--- src/rtl/imem_loader_if.sv ---
// Byte-stream input and instruction-memory write port of the boot loader.
// The loader is the slave of the byte stream and drives the memory write side.
interface imem_loader_if #(
    parameter int ADDR_W = 6
);
    logic [7:0]        byte_in;
    logic              byte_valid;
    logic              byte_ready;
    logic              wr_en;
    logic [ADDR_W-1:0] wr_addr;
    logic [31:0]       wr_data;

    modport slave (
        input  byte_in, byte_valid,
        output byte_ready, wr_en, wr_addr, wr_data
    );

    modport master (
        output byte_in, byte_valid,
        input  byte_ready, wr_en, wr_addr, wr_data
    );
endinterface

--- src/rtl/imem_loader.sv ---
// Boot-time instruction-memory writer: packs a little-endian byte stream into
// 32-bit words, writes them from address 0 up, and holds the CPU until done.
module imem_loader #(
    parameter int ADDR_W = 6,
    parameter int DEPTH  = 64,
    parameter int CNT_W  = 7
) (
    input  logic             clk,
    input  logic             rst_n,
    imem_loader_if.slave     bus,
    input  logic             start,
    input  logic [CNT_W-1:0] word_count,
    output logic             cpu_hold,
    output logic             busy,
    output logic             done,
    output logic             err
);
    typedef enum logic [1:0] {
        IDLE = 2'd0,
        LOAD = 2'd1,
        DONE = 2'd2
    } state_t;

    state_t            state_q;
    logic [CNT_W-1:0]  count_q;
    logic [CNT_W-1:0]  word_cnt_q;
    logic [1:0]        byte_idx_q;
    logic [31:0]       asm_q;
    logic              byte_ready_q;
    logic              wr_en_q;
    logic [ADDR_W-1:0] wr_addr_q;
    logic [31:0]       wr_data_q;
    logic              cpu_hold_q;
    logic              busy_q;
    logic              done_q;
    logic              err_q;

    logic              byte_fire;
    logic              count_ok;
    logic              word_last;
    logic [31:0]       asm_d;

    // NOTE: every variable gets a default before the case so no latch is inferred.
    always_comb begin
        byte_fire = byte_ready_q & bus.byte_valid;
        count_ok  = (word_count != '0) && (word_count <= CNT_W'(DEPTH));
        word_last = ((word_cnt_q + CNT_W'(1)) == count_q);
        asm_d     = asm_q;
        case (byte_idx_q)
            2'd0:    asm_d[7:0]   = bus.byte_in;
            2'd1:    asm_d[15:8]  = bus.byte_in;
            2'd2:    asm_d[23:16] = bus.byte_in;
            default: asm_d[31:24] = bus.byte_in;
        endcase
    end

    // NOTE: state uses non-blocking assignments so all flops update from the same pre-edge values.
    always_ff @(posedge clk or negedge rst_n) begin
        if (!rst_n) begin
            state_q      <= IDLE;
            count_q      <= '0;
            word_cnt_q   <= '0;
            byte_idx_q   <= '0;
            asm_q        <= '0;
            byte_ready_q <= 1'b0;
            wr_en_q      <= 1'b0;
            wr_addr_q    <= '0;
            wr_data_q    <= '0;
            cpu_hold_q   <= 1'b1;
            busy_q       <= 1'b0;
            done_q       <= 1'b0;
            err_q        <= 1'b0;
        end else begin
            wr_en_q <= 1'b0;
            err_q   <= 1'b0;
            case (state_q)
                IDLE, DONE: begin
                    if (start) begin
                        if (count_ok) begin
                            state_q      <= LOAD;
                            count_q      <= word_count;
                            word_cnt_q   <= '0;
                            byte_idx_q   <= '0;
                            asm_q        <= '0;
                            byte_ready_q <= 1'b1;
                            busy_q       <= 1'b1;
                            done_q       <= 1'b0;
                            cpu_hold_q   <= 1'b1;
                        end else begin
                            err_q <= 1'b1;
                        end
                    end
                end
                LOAD: begin
                    if (byte_fire) begin
                        if (byte_idx_q == 2'd3) begin
                            wr_en_q    <= 1'b1;
                            wr_addr_q  <= word_cnt_q[ADDR_W-1:0];
                            wr_data_q  <= asm_d;
                            word_cnt_q <= word_cnt_q + CNT_W'(1);
                            byte_idx_q <= '0;
                            asm_q      <= '0;
                            // Leave LOAD together with the final strobe so no extra byte is taken.
                            if (word_last) begin
                                state_q      <= DONE;
                                byte_ready_q <= 1'b0;
                                busy_q       <= 1'b0;
                                done_q       <= 1'b1;
                                cpu_hold_q   <= 1'b0;
                            end
                        end else begin
                            asm_q      <= asm_d;
                            byte_idx_q <= byte_idx_q + 2'd1;
                        end
                    end
                end
                default: state_q <= IDLE;
            endcase
        end
    end

    assign bus.byte_ready = byte_ready_q;
    assign bus.wr_en      = wr_en_q;
    assign bus.wr_addr    = wr_addr_q;
    assign bus.wr_data    = wr_data_q;
    assign cpu_hold       = cpu_hold_q;
    assign busy           = busy_q;
    assign done           = done_q;
    assign err            = err_q;
endmodule

--- src/flat_wrapper.sv ---
// flat-port wrapper written by rule: the top's interface ports become plain ports
module imem_loader_flat 
#(
    parameter int ADDR_W = 6,
    parameter int DEPTH  = 64,
    parameter int CNT_W  = 7
)
  (clk, rst_n, start, word_count, cpu_hold, busy, done, err, bus_byte_in, bus_byte_valid, bus_byte_ready, bus_wr_en, bus_wr_addr, bus_wr_data);
  imem_loader_if #(.ADDR_W(ADDR_W)) bus_i ();
  input  logic clk;
  input  logic rst_n;
  input  logic start;
  input  logic [CNT_W-1:0] word_count;
  output logic cpu_hold;
  output logic busy;
  output logic done;
  output logic err;
  input wire logic [$bits(bus_i.byte_in)-1:0] bus_byte_in;
  input wire logic [$bits(bus_i.byte_valid)-1:0] bus_byte_valid;
  output wire logic [$bits(bus_i.byte_ready)-1:0] bus_byte_ready;
  output wire logic [$bits(bus_i.wr_en)-1:0] bus_wr_en;
  output wire logic [$bits(bus_i.wr_addr)-1:0] bus_wr_addr;
  output wire logic [$bits(bus_i.wr_data)-1:0] bus_wr_data;
  assign bus_i.byte_in = bus_byte_in;
  assign bus_i.byte_valid = bus_byte_valid;
  assign bus_byte_ready = bus_i.byte_ready;
  assign bus_wr_en = bus_i.wr_en;
  assign bus_wr_addr = bus_i.wr_addr;
  assign bus_wr_data = bus_i.wr_data;
  imem_loader #(.ADDR_W(ADDR_W), .DEPTH(DEPTH), .CNT_W(CNT_W)) u_core (.clk(clk), .rst_n(rst_n), .bus(bus_i), .start(start), .word_count(word_count), .cpu_hold(cpu_hold), .busy(busy), .done(done), .err(err));
endmodule
--- config.mk ---
export PLATFORM = sky130hd
export DESIGN_NAME = imem_loader_flat
export DESIGN_NICKNAME = d
export VERILOG_FILES = /design/src/rtl/imem_loader_if.sv /design/src/rtl/imem_loader.sv /design/src/flat_wrapper.sv
export SDC_FILE = /design/constraint.sdc
export NUM_CORES = 1
export LEC_CHECK = 0
export CAP_MARGIN = 5
export CORE_ASPECT_RATIO = 0.8
export CORE_MARGIN = 4
export CORE_UTILIZATION = 55
export CTS_CLUSTER_DIAMETER = 120
export DETAILED_ROUTE_END_ITERATION = 10
export HOLD_SLACK_MARGIN = 0.15
export PLACE_DENSITY_LB_ADDON = 0.25
export SYNTH_ARGS = -nofsm -noshare
export SYNTH_HDL_FRONTEND = slang
export SYNTH_SLANG_ARGS = --single-unit
--- constraint.sdc ---
create_clock -name clk -period 6.13 [get_ports clk]
set_clock_uncertainty 0.05 [all_clocks]
set_input_delay 1.226 -clock clk [delete_from_list [all_inputs] [get_ports clk]]
set_output_delay 1.226 -clock clk [all_outputs]
set_load 0.01 [all_outputs]
# Word level (Yosys, flattened, before mapping)
# Index checks and enable logic that the tools add are counted.
# classes
bitwise	1
addsub	2
n_lt_le_gt_ge	1
mux	43
n_eq_ne	11
reduce_logical	13
# ops
cell	count
32-bit 2-to-1 mux	4
32-bit one-hot mux with 2 select lines	1
8-bit 2-to-1 mux	4
7-bit 2-to-1 mux	4
2-bit 2-to-1 mux	9
1-bit 2-to-1 mux	16
7-bit one-hot mux with 2 select lines	1
5-bit AND reduction	2
2-bit by 1-bit inequality test with 1-bit output (second input constant)	4
2-bit one-hot mux with 2 select lines	2
7-bit by 1-bit adder with 7-bit output (second input constant)	1
7-bit equality test	1
7-bit less-or-equal comparator (second input constant)	1
7-bit nonzero test	1
2-bit equality test (second input constant)	3
3-bit AND reduction	2
6-bit AND reduction	1
2-bit by 1-bit equality test with 1-bit output (second input constant)	2
2-bit zero test	2
1-bit one-hot mux with 2 select lines	2
4-bit AND reduction	1
3-bit OR reduction	1
2-bit by 1-bit adder with 2-bit output (second input constant)	1
2-bit inequality test (second input constant)	1
other kinds (4)	4
# totals
output_inout_bits	44
regBits	93

# Logic depth before layout (Yosys ltp)
# logic_depth
word_depth	6
ltp_mapped	8
ltp_nobuf	6

# Least setup slack after synthesis
# No wires, ideal clock.
# synth_path
path_type	input port to flip-flop
startpoint	input word_count[1]
endpoint	register u_core.word_cnt_q[2]
slack_ps	3565
setup_time_ps	79
t_required_ps	6001
cell_stages	6
arrival_ps	2435
n_path_buf	1
path_cell_list	nor4_4 -> a211oi_2 -> or2_4 -> buf_6 -> mux2_2 -> mux2i_1
# synth_between
elab_chain_cells	4
word_cells_on_any_way	5
cone_classes	1 x order compare; 1 x eq/ne; 3 x reduce/logical
# synth_lines
item	line	source
start: declaration	flat_wrapper.sv:13	input logic [CNT_W-1:0] word_count;
7-bit less-or-equal comparator / 7-bit nonzero test (equally long branches)	imem_loader.sv:46	count_ok = (word_count != '0) && (word_count <= CNT_W'(DEPTH));
1-bit logical AND *	imem_loader.sv:46	
2-bit by 1-bit inequality test with 1-bit output (no line) *	-	
5-bit AND reduction (no line) *	-	
end signal: assignment	imem_loader.sv:100	word_cnt_q <= word_cnt_q + CNT_W'(1);
end: declaration	imem_loader.sv:26	logic [CNT_W-1:0] word_cnt_q;
# Mark *: on every way between the ends. The rest lies on a longest branch, timed or not.
# A chain may end at the register's enable or synchronous reset.

# Final worst setup path
# layout_path
startpoint	input bus_byte_valid
endpoint	register u_core.busy_q, in the netlist u_core.busy
# layout_between
elab_chain_cells	3
# layout_lines
item	line	source
start: declaration	flat_wrapper.sv:19	input wire logic [$bits(bus_i.byte_valid)-1:0] bus_byte_valid;
1-bit AND	imem_loader.sv:45	byte_fire = byte_ready_q & bus.byte_valid;
2-bit by 1-bit inequality test with 1-bit output (no line)	-	
6-bit AND reduction (no line)	-	
end signal: assignment	imem_loader.sv:70	busy_q <= 1'b0;
end signal: assignment	imem_loader.sv:86	busy_q <= 1'b1;
end signal: assignment	imem_loader.sv:107	busy_q <= 1'b0;
end: declaration	imem_loader.sv:34	logic busy_q;
# No other way between the ends.

==> flow_summary.rst <==
.. list-table::
   :header-rows: 1

   * - Metric
     - Value
   * - Cts bufs inserted
     - 9
   * - Relative area change from synthesis to final layout
     - 20.5%
   * - Worst relative slew slack
     - 26.5%
   * - Largest fanout on the critical path
     - approximately 70
   * - Proportion of power drawn by the clock network
     - around 16%
   * - Number of pins exceeding their max-slew limit in the final report
     - 0
   * - Total number of nets in the final design
     - 433
   * - Initial antenna violation count
     - 0
   * - Estimated wirelength of the detail-placed design
     - ~5600 um
   * - Filler instances
     - ~500
   * - Yosys warning total
     - 0
   * - Ports
     - 63
   * - Critical path class
     - in -> reg
   * - Worst-path clk slew
     - approximately 0.080 ns
   * - Share of power burned in registers
     - ~44%
   * - Avg Cell Area, Syn
     - about 11 um2
   * - Share of total power in combinational logic
     - 40.1%
   * - Final setup fails
     - 0
   * - Maximum vdd ir drop
     - ~0.00027 V
   * - Remaining DRCs
     - 0
   * - Most frequent cells in the layout
     - sky130_fd_sc_hd__nand2_1, sky130_fd_sc_hd__dfrtp_1, sky130_fd_sc_hd__clkdlybuf4s50_1
   * - Net Count, Synth
     - ~380
   * - Number of hold-slack violations in the final timing report
     - 0
   * - Number of stages on the worst hold path
     - 2
   * - Initial DRC Count
     - 130
   * - Pin count of the biggest net entering global routing
     - 86
   * - Setup Total Neg Slack
     - 0 ns
   * - Design Area, Final
     - 0.00459 mm2
   * - Starting density of the core
     - about three fifths
   * - Sw frac
     - a little over a third
   * - Routed Wire Length
     - 8150 um
   * - Via count of the first global-routing pass
     - ~2800
   * - Bufs on Longest Clock Path
     - 2
   * - Rows
     - 26
   * - Critical-path cell list
     - clkdlybuf4s50_1 -> and3_1 -> nand2_2 -> inv_1 -> nand3_2 -> a21o_1
   * - Total placed instance area
     - ~0.0044 mm2
   * - Number of port buffers
     - between 60 and 70
   * - Post-layout worst setup margin
     - between 2 and 2.5 ns
   * - Total net switching power
     - 0.000734 W
   * - P_leak
     - 2.10 nW
   * - # H-tree levels
     - 3
   * - Worst hold path type
     - reg -> reg
   * - Internal power component
     - 0.00135 W
   * - Fraction of the cycle the final worst path needs
     - about three fifths
   * - Die Footprint
     - between 0.008 and 0.009 mm2
   * - DR vias
     - around 2800
   * - Number of buffers added for setup after CTS
     - 0
   * - Maximum single-stage delay on the critical path
     - 0.89 ns
   * - Maximum clock frequency
     - about 270 MHz
   * - Cell with the largest stage delay on the worst path
     - sky130_fd_sc_hd__inv_1
   * - Outcome
     - finished, final reports clean
   * - Remaining global-route overflow
     - 0
   * - Core Footprint
     - ~0.0065 mm2
   * - Count of mapped cells out of synthesis
     - between 300 and 400
   * - Synth Register Bits
     - 85
   * - Floorplan die width
     - 101 um
   * - Final ANT Viol Nets
     - 0
   * - Max-cap viol count
     - 0
   * - WL per Instance
     - approximately 16 um
   * - Source-to-sink clock delay at the later pin of the worst-skew pair
     - around 0.35 ns
   * - Final estimated routing congestion in global placement
     - 0.759
   * - Transition at the pin with the smallest max-transition slack
     - approximately 1.1 ns
   * - TritonCTS clock tree
     - built
   * - Number of iterations in the first detailed-routing pass
     - 4
   * - PD cells
     - roughly 450 mW/mm2
   * - Dpl ws
     - a little over 2 ns
   * - Layout cell share with drive strength beyond 1
     - under 10%
   * - RSZ-0062 raised after global routing
     - false
   * - Global-route wire length before repair
     - 13600 um
   * - Launching element type of the critical path
     - input port
   * - CP endpoint kind
     - flip-flop
   * - Most common cell after layout, fill and taps aside
     - sky130_fd_sc_hd__nand2_1
   * - Crit path required time
     - about 6.3 ns
   * - Master cell of the clock root buffer
     - sky130_fd_sc_hd__clkbuf_8
   * - Number of gates resized after CTS
     - 0
   * - Syn Std Cell Area
     - about 0.0038 mm2
   * - TritonCTS Sinks
     - 85
   * - Hold buffer count at cts
     - 0
   * - Global-route usage over all layers
     - 21.1%
   * - Die Height
     - 82.4 um
   * - Worst path arrival time
     - 3.88 ns
   * - Yosys cell types
     - 40
   * - Sequential element share of the synthesized area
     - a little under three fifths
   * - Post-layout util
     - a little over two thirds
   * - Via density
     - about 5.6
   * - Antenna diode instance count
     - 0
   * - Minimum clock period
     - 3.68 ns
   * - Cells on worst reg2reg path
     - 6
## critical path, delay by kind of cell
kind	cells	cell delay (ns)
buffers and inverters	2	1.38
and+or+nand+nor	3	1.03
AOI/OAI and AO/OA	1	0.23
## layout make-up
type / count / area (um2) / share of cell area (%)
clock inverter: 4 / 25.0 / 0.546
multi-input combinational: 243 / 1550 / 33.7
inverter: 8 / 30.0 / 0.655
clock buffer: 12 / 135 / 2.95
timing repair buffer: 62 / 618 / 13.5
sequential: 85 / 2130 / 46.4
tap: 84 / 105 / 2.29
## final timing paths
| path | from | to | slack, ns |
|---|---|---|---|
| max in group asynchronous | rst_n | u_core.bus.wr_data[15]$_DFFE_PN0P_ | 4.37 |
| setup reg to reg | u_core.byte_idx_q[0]$_DFFE_PN0P_ | u_core.word_cnt_q[4]$_DFFE_PN0P_ | 3.10 |
| hold reg to reg | u_core.bus.wr_addr[1]$_DFFE_PN0P_ | u_core.bus.wr_addr[1]$_DFFE_PN0P_ | 0.43 |
| hold / removal | u_core.bus.wr_addr[1]$_DFFE_PN0P_ | u_core.bus.wr_addr[1]$_DFFE_PN0P_ | 0.43 |
| setup / recovery | bus_byte_valid | u_core.busy$_DFFE_PN0P_ | 2.45 |
| min in group asynchronous | rst_n | u_core.bus.wr_data[1]$_DFFE_PN0P_ | 1.02 |
## registers in the layout, summed over array words and instances (netlist names), 2 cells and up
| name | cells |
|---|---|
| u_core.asm_q | 24 |
| u_core.bus.wr_data | 32 |
| u_core.state_q | 2 |
| u_core.word_cnt_q | 7 |
| u_core.bus.wr_addr | 6 |
| u_core.byte_idx_q | 2 |
| u_core.count_q | 7 |
## synthesized netlist by cell type, drive strengths merged
cell type,count,area [um2]
o211ai,1,7.51
a31oi,2,12.5
a211o,1,8.76
nand3,7,40.0
and3,4,25.0
nand2,88,330
dfrtp,84,2100
nand4,1,6.26
buf,12,63.8
and2b,1,7.51
a21o,4,30.0
nor2b,1,6.26
mux2,1,11.3
mux2i,29,290
o21ai,34,170
nor4,3,33.8
nor2,6,22.5
or3,3,18.8
dfstp,1,26.3
and2,5,31.3
ha,5,62.6
nand2b,2,12.5
a22o,24,210
xor2,2,17.5
and4,2,17.5
or2,1,8.76
a211oi,2,25.0
xnor2,9,78.8
inv,8,30.0
o22ai,3,45.0
o31ai,1,7.51
clkbuf,11,41.3
a21oi,1,5.00
## metal layers
layer  wire, um  global-route usage [%]  share of wire (%)  vias to the layer above
met5          0                       0                  0                        -
li1           -                       -                  -                     1338
met4         68                    3.98               0.83                        0
met2       3750                    32.8                 46                       79
met3        480                    5.46                5.9                        8
met1       3850                    30.4                 47                     1347
## cell families after synthesis
group | after synthesis | synth area share [%]
AND/OR/NAND/NOR | 124 | 14.7
flip-flops | 85 | 55.9
AO/OA/AOI/OAI | 73 | 13.7
buffers and inverters | 31 | 3.55
multiplexers | 30 | 7.92
XOR/XNOR | 11 | 2.53
adder cells (fa/ha/maj) | 5 | 1.64
## stage by stage
stage / power [W] / std cells / hold slack (ns)
final: 0.00208 / 498 / 0.428
after global routing: 0.00223 / 498 / 0.452
after CTS: 0.00210 / 498 / 0.433
after detailed placement: 0.00176 / 482 / 0.414
after global placement: 0.00173 / 482 / 0.411
after floorplan: 0.00140 / 359 / 0.415
## power groups by stage
stage,clock network (W),logic [W],registers (W)
after floorplan,0,0.000459,0.000942
after global placement,0,0.000819,0.000911
after detailed placement,0,0.000841,0.000921
after CTS,0.000342,0.000848,0.000912
after global routing,0.000365,0.000928,0.000940
final,0.000335,0.000837,0.000913
Power figures use the tool's default switching activity.
